File: src/rtl/srio_dma_pkg.sv
// rtl/srio_dma_pkg.sv - shared encodings for the SRIO DMA combine path
package srio_dma_pkg;

    localparam int CMD_START = 0;
    localparam int CMD_ABORT = 1;
    localparam int CMD_TCHK  = 2;

    localparam int ST_BUSY      = 0;
    localparam int ST_DONE      = 1;
    localparam int ST_LEN_ERR   = 2;
    localparam int ST_TUSER_ERR = 3;
    localparam int ST_CFG_ERR   = 4;
    localparam int ST_ABORTED   = 5;

    localparam logic [7:0] TKEEP_ALL = 8'hff;

    typedef enum logic [2:0] {
        S_IDLE,
        S_RUN,
        S_DROP,
        S_DRAIN,
        S_FLUSH
    } fsm_state_t;

endpackage

File: src/rtl/srio_dma_combine_if.sv
// rtl/srio_dma_combine_if.sv - AXIS stream bundle with master/slave views
interface srio_dma_combine_if #(
    parameter int DW = 64,
    parameter int UW = 32
);
    logic            tvalid;
    logic            tready;
    logic [DW-1:0]   tdata;
    logic            tlast;
    logic [UW-1:0]   tuser;
    logic [DW/8-1:0] tkeep;

    modport master (output tvalid, tdata, tlast, tuser, tkeep, input tready);
    modport slave  (input tvalid, tdata, tlast, tuser, output tready);
endinterface

File: src/rtl/srio_axis_skid.sv
// rtl/srio_axis_skid.sv - two-entry registered skid buffer, one cycle in-to-out latency
module srio_axis_skid #(
    parameter int W = 65
) (
    input  logic         clk_i,
    input  logic         rst_i,
    input  logic         in_valid_i,
    input  logic [W-1:0] in_data_i,
    output logic         out_valid_o,
    output logic [W-1:0] out_data_o,
    input  logic         out_ready_i,
    output logic         full_o,
    output logic         empty_o
);
    logic [W-1:0] mem_q [2];
    logic         wr_q, rd_q;
    logic [1:0]   cnt_q;
    logic         push, pop;

    assign full_o      = (cnt_q == 2'd2);
    assign empty_o     = (cnt_q == 2'd0);
    assign out_valid_o = ~empty_o;
    assign out_data_o  = mem_q[rd_q];
    assign push        = in_valid_i & ~full_o;
    assign pop         = out_valid_o & out_ready_i;

    always_ff @(posedge clk_i) begin
        if (rst_i) begin
            mem_q[0] <= '0;
            mem_q[1] <= '0;
            wr_q     <= 1'b0;
            rd_q     <= 1'b0;
            cnt_q    <= 2'd0;
        end else begin
            if (push) begin
                mem_q[wr_q] <= in_data_i;
                wr_q        <= ~wr_q;
            end
            if (pop) begin
                rd_q <= ~rd_q;
            end
            cnt_q <= cnt_q + {1'b0, push} - {1'b0, pop};
        end
    end
endmodule

File: src/rtl/srio_dma_combine.sv
// rtl/srio_dma_combine.sv - concatenates num_pkts SRIO packets into one S2MM stream
module srio_dma_combine
    import srio_dma_pkg::*;
#(
    parameter int CNT_W = 16
) (
    input  logic               AXIS_ACLK,
    input  logic               AXIS_ARESET,
    srio_dma_combine_if.slave  S_AXIS,
    srio_dma_combine_if.master M_AXIS,
    input  logic [31:0]        cmd,
    input  logic [31:0]        num_pkts,
    input  logic [31:0]        pkt_size,
    input  logic [31:0]        tuser_expect,
    output logic [31:0]        status,
    output logic [31:0]        pkt_count
);
    fsm_state_t       state_q;
    logic             start_prev_q, in_pkt_q, abort_pend_q;
    logic             done_q, len_err_q, tuser_err_q, cfg_err_q, aborted_q;
    logic [CNT_W-1:0] num_q, size_q, pkt_cnt_q, beat_q;
    logic [CNT_W-1:0] pkt_cnt_d, beat_d;
    logic [31:0]      texp_q;
    logic             skid_full, skid_empty, s_ready, s_fire, push, drop_first;
    logic             last_pkt, len_bad, abort_req, start_edge;
    logic [64:0]      skid_out;
    logic             unused_ok;

    assign unused_ok  = ^{cmd[31:3], num_pkts[31:CNT_W], pkt_size[31:CNT_W]};
    assign start_edge = cmd[CMD_START] & ~start_prev_q;
    assign abort_req  = cmd[CMD_ABORT] | abort_pend_q;

    // Between packets an abort must not let a new first beat in.
    always_comb begin
        s_ready = 1'b0;
        case (state_q)
            S_RUN:   s_ready = ~skid_full & ~(cmd[CMD_ABORT] & ~in_pkt_q);
            S_DROP:  s_ready = 1'b1;
            default: s_ready = 1'b0;
        endcase
    end

    assign S_AXIS.tready = s_ready;
    assign s_fire     = S_AXIS.tvalid & s_ready;
    assign drop_first = (state_q == S_RUN) & ~in_pkt_q & cmd[CMD_TCHK]
                        & (S_AXIS.tuser != texp_q);
    assign push       = (state_q == S_RUN) & s_fire & ~drop_first;
    assign beat_d     = (&beat_q) ? beat_q : beat_q + CNT_W'(1);
    assign pkt_cnt_d  = (&pkt_cnt_q) ? pkt_cnt_q : pkt_cnt_q + CNT_W'(1);
    assign last_pkt   = (({1'b0, pkt_cnt_q} + (CNT_W+1)'(1)) == {1'b0, num_q});
    assign len_bad    = (size_q != '0) &
                        (S_AXIS.tlast ? (beat_d != size_q)
                                      : ({1'b0, beat_d} == ({1'b0, size_q} + (CNT_W+1)'(1))));

    srio_axis_skid #(.W(65)) u_skid (
        .clk_i       (AXIS_ACLK),
        .rst_i       (AXIS_ARESET),
        .in_valid_i  (push),
        .in_data_i   ({S_AXIS.tlast & last_pkt, S_AXIS.tdata}),
        .out_valid_o (M_AXIS.tvalid),
        .out_data_o  (skid_out),
        .out_ready_i (M_AXIS.tready),
        .full_o      (skid_full),
        .empty_o     (skid_empty)
    );

    assign M_AXIS.tdata = skid_out[63:0];
    assign M_AXIS.tlast = skid_out[64];
    assign M_AXIS.tkeep = TKEEP_ALL;
    assign M_AXIS.tuser = '0;

    always_ff @(posedge AXIS_ACLK) begin
        if (AXIS_ARESET) begin
            state_q      <= S_IDLE;
            start_prev_q <= 1'b0;
            in_pkt_q     <= 1'b0;
            abort_pend_q <= 1'b0;
            done_q       <= 1'b0;
            len_err_q    <= 1'b0;
            tuser_err_q  <= 1'b0;
            cfg_err_q    <= 1'b0;
            aborted_q    <= 1'b0;
            num_q        <= '0;
            size_q       <= '0;
            pkt_cnt_q    <= '0;
            beat_q       <= '0;
            texp_q       <= '0;
        end else begin
            start_prev_q <= cmd[CMD_START];
            case (state_q)
                S_IDLE: begin
                    if (start_edge) begin
                        done_q      <= 1'b0;
                        len_err_q   <= 1'b0;
                        tuser_err_q <= 1'b0;
                        aborted_q   <= 1'b0;
                        pkt_cnt_q   <= '0;
                        if (num_pkts[CNT_W-1:0] == '0) begin
                            cfg_err_q <= 1'b1;
                        end else begin
                            cfg_err_q    <= 1'b0;
                            num_q        <= num_pkts[CNT_W-1:0];
                            size_q       <= pkt_size[CNT_W-1:0];
                            texp_q       <= tuser_expect;
                            beat_q       <= '0;
                            in_pkt_q     <= 1'b0;
                            abort_pend_q <= 1'b0;
                            state_q      <= S_RUN;
                        end
                    end
                end
                S_RUN: begin
                    if (cmd[CMD_ABORT] & in_pkt_q) begin
                        abort_pend_q <= 1'b1;
                    end
                    if (s_fire) begin
                        if (drop_first) begin
                            tuser_err_q <= 1'b1;
                            if (!S_AXIS.tlast) begin
                                state_q <= S_DROP;
                            end
                        end else begin
                            if (len_bad) begin
                                len_err_q <= 1'b1;
                            end
                            if (S_AXIS.tlast) begin
                                beat_q    <= '0;
                                in_pkt_q  <= 1'b0;
                                pkt_cnt_q <= pkt_cnt_d;
                                if (last_pkt) begin
                                    state_q <= S_DRAIN;
                                end else if (abort_req) begin
                                    state_q <= S_FLUSH;
                                end
                            end else begin
                                beat_q   <= beat_d;
                                in_pkt_q <= 1'b1;
                            end
                        end
                    end else if (cmd[CMD_ABORT] & ~in_pkt_q) begin
                        state_q <= S_FLUSH;
                    end
                end
                S_DROP: begin
                    if (cmd[CMD_ABORT]) begin
                        abort_pend_q <= 1'b1;
                    end
                    if (s_fire & S_AXIS.tlast) begin
                        state_q <= abort_req ? S_FLUSH : S_RUN;
                    end
                end
                S_DRAIN: begin
                    if (skid_empty) begin
                        done_q  <= 1'b1;
                        state_q <= S_IDLE;
                    end
                end
                S_FLUSH: begin
                    if (skid_empty) begin
                        aborted_q <= 1'b1;
                        state_q   <= S_IDLE;
                    end
                end
                default: state_q <= S_IDLE;
            endcase
        end
    end

    always_comb begin
        status               = '0;
        status[ST_BUSY]      = (state_q != S_IDLE);
        status[ST_DONE]      = done_q;
        status[ST_LEN_ERR]   = len_err_q;
        status[ST_TUSER_ERR] = tuser_err_q;
        status[ST_CFG_ERR]   = cfg_err_q;
        status[ST_ABORTED]   = aborted_q;
    end

    assign pkt_count = {{(32-CNT_W){1'b0}}, pkt_cnt_q};
endmodule

File: src/flat_wrapper.sv
// flat-port wrapper written by rule: the top's interface ports become plain ports
module srio_dma_combine_flat import srio_dma_pkg::*;
#(
    parameter int CNT_W = 16
)
  (AXIS_ACLK, AXIS_ARESET, cmd, num_pkts, pkt_size, tuser_expect, status, pkt_count, S_AXIS_tvalid, S_AXIS_tdata, S_AXIS_tlast, S_AXIS_tuser, S_AXIS_tready, M_AXIS_tvalid, M_AXIS_tdata, M_AXIS_tlast, M_AXIS_tuser, M_AXIS_tkeep, M_AXIS_tready);
  srio_dma_combine_if S_AXIS_i ();
  srio_dma_combine_if M_AXIS_i ();
  input  logic AXIS_ACLK;
  input  logic AXIS_ARESET;
  input  logic [31:0] cmd;
  input  logic [31:0] num_pkts;
  input  logic [31:0] pkt_size;
  input  logic [31:0] tuser_expect;
  output logic [31:0] status;
  output logic [31:0] pkt_count;
  input wire logic [$bits(S_AXIS_i.tvalid)-1:0] S_AXIS_tvalid;
  input wire logic [$bits(S_AXIS_i.tdata)-1:0] S_AXIS_tdata;
  input wire logic [$bits(S_AXIS_i.tlast)-1:0] S_AXIS_tlast;
  input wire logic [$bits(S_AXIS_i.tuser)-1:0] S_AXIS_tuser;
  output wire logic [$bits(S_AXIS_i.tready)-1:0] S_AXIS_tready;
  output wire logic [$bits(M_AXIS_i.tvalid)-1:0] M_AXIS_tvalid;
  output wire logic [$bits(M_AXIS_i.tdata)-1:0] M_AXIS_tdata;
  output wire logic [$bits(M_AXIS_i.tlast)-1:0] M_AXIS_tlast;
  output wire logic [$bits(M_AXIS_i.tuser)-1:0] M_AXIS_tuser;
  output wire logic [$bits(M_AXIS_i.tkeep)-1:0] M_AXIS_tkeep;
  input wire logic [$bits(M_AXIS_i.tready)-1:0] M_AXIS_tready;
  assign S_AXIS_i.tvalid = S_AXIS_tvalid;
  assign S_AXIS_i.tdata = S_AXIS_tdata;
  assign S_AXIS_i.tlast = S_AXIS_tlast;
  assign S_AXIS_i.tuser = S_AXIS_tuser;
  assign S_AXIS_tready = S_AXIS_i.tready;
  assign M_AXIS_tvalid = M_AXIS_i.tvalid;
  assign M_AXIS_tdata = M_AXIS_i.tdata;
  assign M_AXIS_tlast = M_AXIS_i.tlast;
  assign M_AXIS_tuser = M_AXIS_i.tuser;
  assign M_AXIS_tkeep = M_AXIS_i.tkeep;
  assign M_AXIS_i.tready = M_AXIS_tready;
  srio_dma_combine #(.CNT_W(CNT_W)) u_core (.AXIS_ACLK(AXIS_ACLK), .AXIS_ARESET(AXIS_ARESET), .S_AXIS(S_AXIS_i), .M_AXIS(M_AXIS_i), .cmd(cmd), .num_pkts(num_pkts), .pkt_size(pkt_size), .tuser_expect(tuser_expect), .status(status), .pkt_count(pkt_count));
endmodule
File: config.mk
export PLATFORM = sky130hd
export DESIGN_NAME = srio_dma_combine_flat
export DESIGN_NICKNAME = d
export VERILOG_FILES = /design/src/rtl/srio_dma_pkg.sv /design/src/rtl/srio_dma_combine_if.sv /design/src/rtl/srio_axis_skid.sv /design/src/rtl/srio_dma_combine.sv /design/src/flat_wrapper.sv
export SDC_FILE = /design/constraint.sdc
export NUM_CORES = 1
export LEC_CHECK = 0
export BUFFER_PORTS_ARGS = -buffer_cell sky130_fd_sc_hd__buf_2
export CAP_MARGIN = 20
export CORE_UTILIZATION = 52
export CTS_CLUSTER_DIAMETER = 100
export CTS_CLUSTER_SIZE = 25
export DETAILED_ROUTE_END_ITERATION = 8
export HOLD_SLACK_MARGIN = 0.08
export PLACE_DENSITY = 0.81
export REMOVE_ABC_BUFFERS = 1
export SETUP_SLACK_MARGIN = 0.15
export SYNTH_ARGS = -nofsm -noshare
export SYNTH_HDL_FRONTEND = slang
export SYNTH_SLANG_ARGS = --single-unit
File: constraint.sdc
create_clock -name AXIS_ACLK -period 6.2 [get_ports AXIS_ACLK]
set_clock_uncertainty 0.2 [all_clocks]
set_input_delay 0.62 -clock AXIS_ACLK [delete_from_list [all_inputs] [get_ports AXIS_ACLK]]
set_output_delay 0.62 -clock AXIS_ACLK [all_outputs]
set_load 0.01 [all_outputs]
==> results.tsv <==
metric	value	unit
synth_edf_count	130	
yosysWarningCount	0	
crit_chain	nand2b_1, a211o_1, a21oi_1, and2_1, nand3_4, nor2_4, buf_4, and2_1, or2_2, buf_4	
p_leak	6.17	nW
die_y	160	um
instances_no_fill	1848	
path_max_fanout	65	
internal_power	2.71	mW
grt_first_pass_wirelength	48.1	mm
worst_slack	2070	ps
multi_input_area	0.00607	mm2
cts_made_buffers	13	
path_delay_family	simple AND/OR/NAND/NOR gates	
cts_resized	0	
yosysMostFrequentCell	nand2_1	
yosysTopAreaCell	edfxtp_1	
critPathArrivalTime	4080	ps
ys.flop_type	edfxtp_1	
start_util	53.0	%
ir_drop	0.267	mV
power.switching	1.22	mW
worstSetupPathType	reg2reg	
cap_violations	0	
first_pass_iters	5	
routed_wl	30.5	mm
power.share.clock	25.2	%
seqPwrFrac	48.5	%
yosysUniqueCellTypes	73	
cts_setup_buffers	0	
ant_nets	0	
async_reset_ff_share	0	%
htreeDepth	1	
timing.final.crit_period	4130	ps
gr-total-overflow	0	
timing.fmax	242	MHz
io_buffers	256	
vias	10227	
row_count	57	
synth_top_area_share	30.2	%
status	finished, final reports clean	
cts-root-buf	clkbuf_16	
crit_buf_inv	2	
ctsHoldBuffers	0	
die_w	160	um
swShare	31.0	%
p_per_area	271	mW/mm2
crit_slowest_cell	dfxtp_1	
grt_pass1_vias	9542	
ys_top_cells_by_area	edfxtp_1, dfxtp_1, mux2_2	
ff_latch_area	0.00615	mm2
syn-mean-instance-area	9.70	um2
wl_per_cell	16.5	um
path_clk_slew	100	ps
preCtsSetupSlack	1660	ps
grt_max_degree	72	
post-route-period-util	66.6	%
finalSetupViolCount	0	
place_congestion	0.890	
diodes	0	
synth_cells	1333	
end_kind	register	
antenna_found_initial	0	
core-area	0.0244	mm2
synth_seq_cells	242	
grt_util_all_layers	23.0	%
drive_gt1_share	24.4	%
fin_hold_ws	163	ps
rsz0062_at_grt	no	
min_path_type	in2reg	
synthTopCellsByCount	nand2_1, edfxtp_1, dfxtp_1	
hold_viol	0	
start_kind	register	
die_area	0.0255	mm2
clock_path_buffers	3	
tns	0	ps
clk_latency	480	ps
io_pins	400	
cts_tree	built	
max_slew_margin	38.9	%
dpl.cell_count	1827	
yosysSeqAreaShare	47.5	%
critPathMaxStageDelay	700	ps
vias_per_cell	5.53	
p_comb_share	26.4	%
fill_cells	2045	
drt_iter0_markers	856	
cts_sinks	242	
fin_util	59.3	%
layout.nets	1754	
syn_area	0.0129	mm2
drcViolationCount	0	
area_growth_syn_to_layout	11.8	%
crit_required	6150	ps
drv_slew	0	
hpwl	20.9	mm
worst_pin_slew	917	ps
## final timing paths
| check | start | endpoint | slack (ps) | cells past startpoint |
|---|---|---|---|---|
| max | u_core.state_q[0] | u_core.u_skid.mem_q[1][19] | 2070 | 10 |
| min | tuser_expect[0] | u_core.texp_q[0] | 160 | 3 |
| max reg2reg | u_core.state_q[0] | u_core.u_skid.mem_q[1][19] | 2070 | 10 |
| min reg2reg | u_core.texp_q[0] | u_core.texp_q[0] | 270 | 2 |
## per-layer routing
layer | global-route usage [%] | wire [um] | vias up
met5 | 0 | 0 | -
met4 | 5.16 | 511 | 0
met3 | 4.03 | 2260 | 44
met2 | 40.8 | 15100 | 427
met1 | 29.2 | 12500 | 4870
li1 | - | - | 4886
## per-stage QoR
step           cell area (um2)  power (mW)
2_1_floorplan            12200        2.59
3_3_place_gp             14000        2.92
3_5_place_dp             14000        2.96
4_1_cts                  14400        3.93
5_1_grt                  14500        4.12
6_report                 14500        3.92
## power groups by stage
stage / Sequential (mW) / Clock (mW) / Combinational, mW
floorplan: 1.95 / 0 / 0.647
global placement: 1.93 / 0 / 0.991
detailed placement: 1.94 / 0 / 1.02
CTS: 1.90 / 1.01 / 1.03
global route: 1.92 / 1.07 / 1.14
finish: 1.90 / 0.987 / 1.03
## cell families after synthesis
| group | count (synthesis) | share of synthesized area (%) |
|---|---|---|
| flops | 242 | 47.5 |
| mux | 69 | 5.97 |
| buf+inv | 185 | 8.09 |
| compound gates | 190 | 8.59 |
| xor+xnor | 93 | 6.30 |
| fa+ha+maj | 6 | 0.580 |
| other cells | 2 | 0.0581 |
| simple gates | 546 | 22.9 |
## registers in the layout, indices dropped and copies added, names as in the netlist, named ones only
name / count
u_core.done_q: 1
u_core.abort_pend_q: 1
u_core.size_q: 16
u_core.u_skid.mem_q: 130
u_core.pkt_cnt_q: 16
u_core.tuser_err_q: 1
u_core.u_skid.wr_q: 1
u_core.state_q: 3
u_core.u_skid.cnt_q: 2
u_core.in_pkt_q: 1
u_core.u_skid.rd_q: 1
u_core.cfg_err_q: 1
u_core.beat_q: 16
u_core.len_err_q: 1
u_core.num_q: 16
u_core.start_prev_q: 1
u_core.aborted_q: 1
u_core.texp_q: 32
## cell usage in the layout, fill, tap and decap left out, drive strengths merged, types with 24 or more instances in the layout
cell    count
a21oi     100
and2       77
and3       78
buf       266
conb       82
dfxtp     112
edfxtp    130
mux2       65
nand2     171
nand3      33
nor2       56
nor3       24
o21ai      39
xnor2      37
xor2       56
## worst min-delay path, stage by stage
cell and delay, ps:
buf_2 90, nand2_1 40, a21oi_1 50
## layout make-up
type                    count  share of cell area (%)
multi-input cells         986                    42.0
clock buffers              18                    2.38
repair buffers            266                    9.65
flip-flops and latches    242                    42.5
well taps                 324                    2.80
inverters                  10                   0.260
clock inverters             2                   0.415
Note: power is estimated with default switching activity, not from simulation.
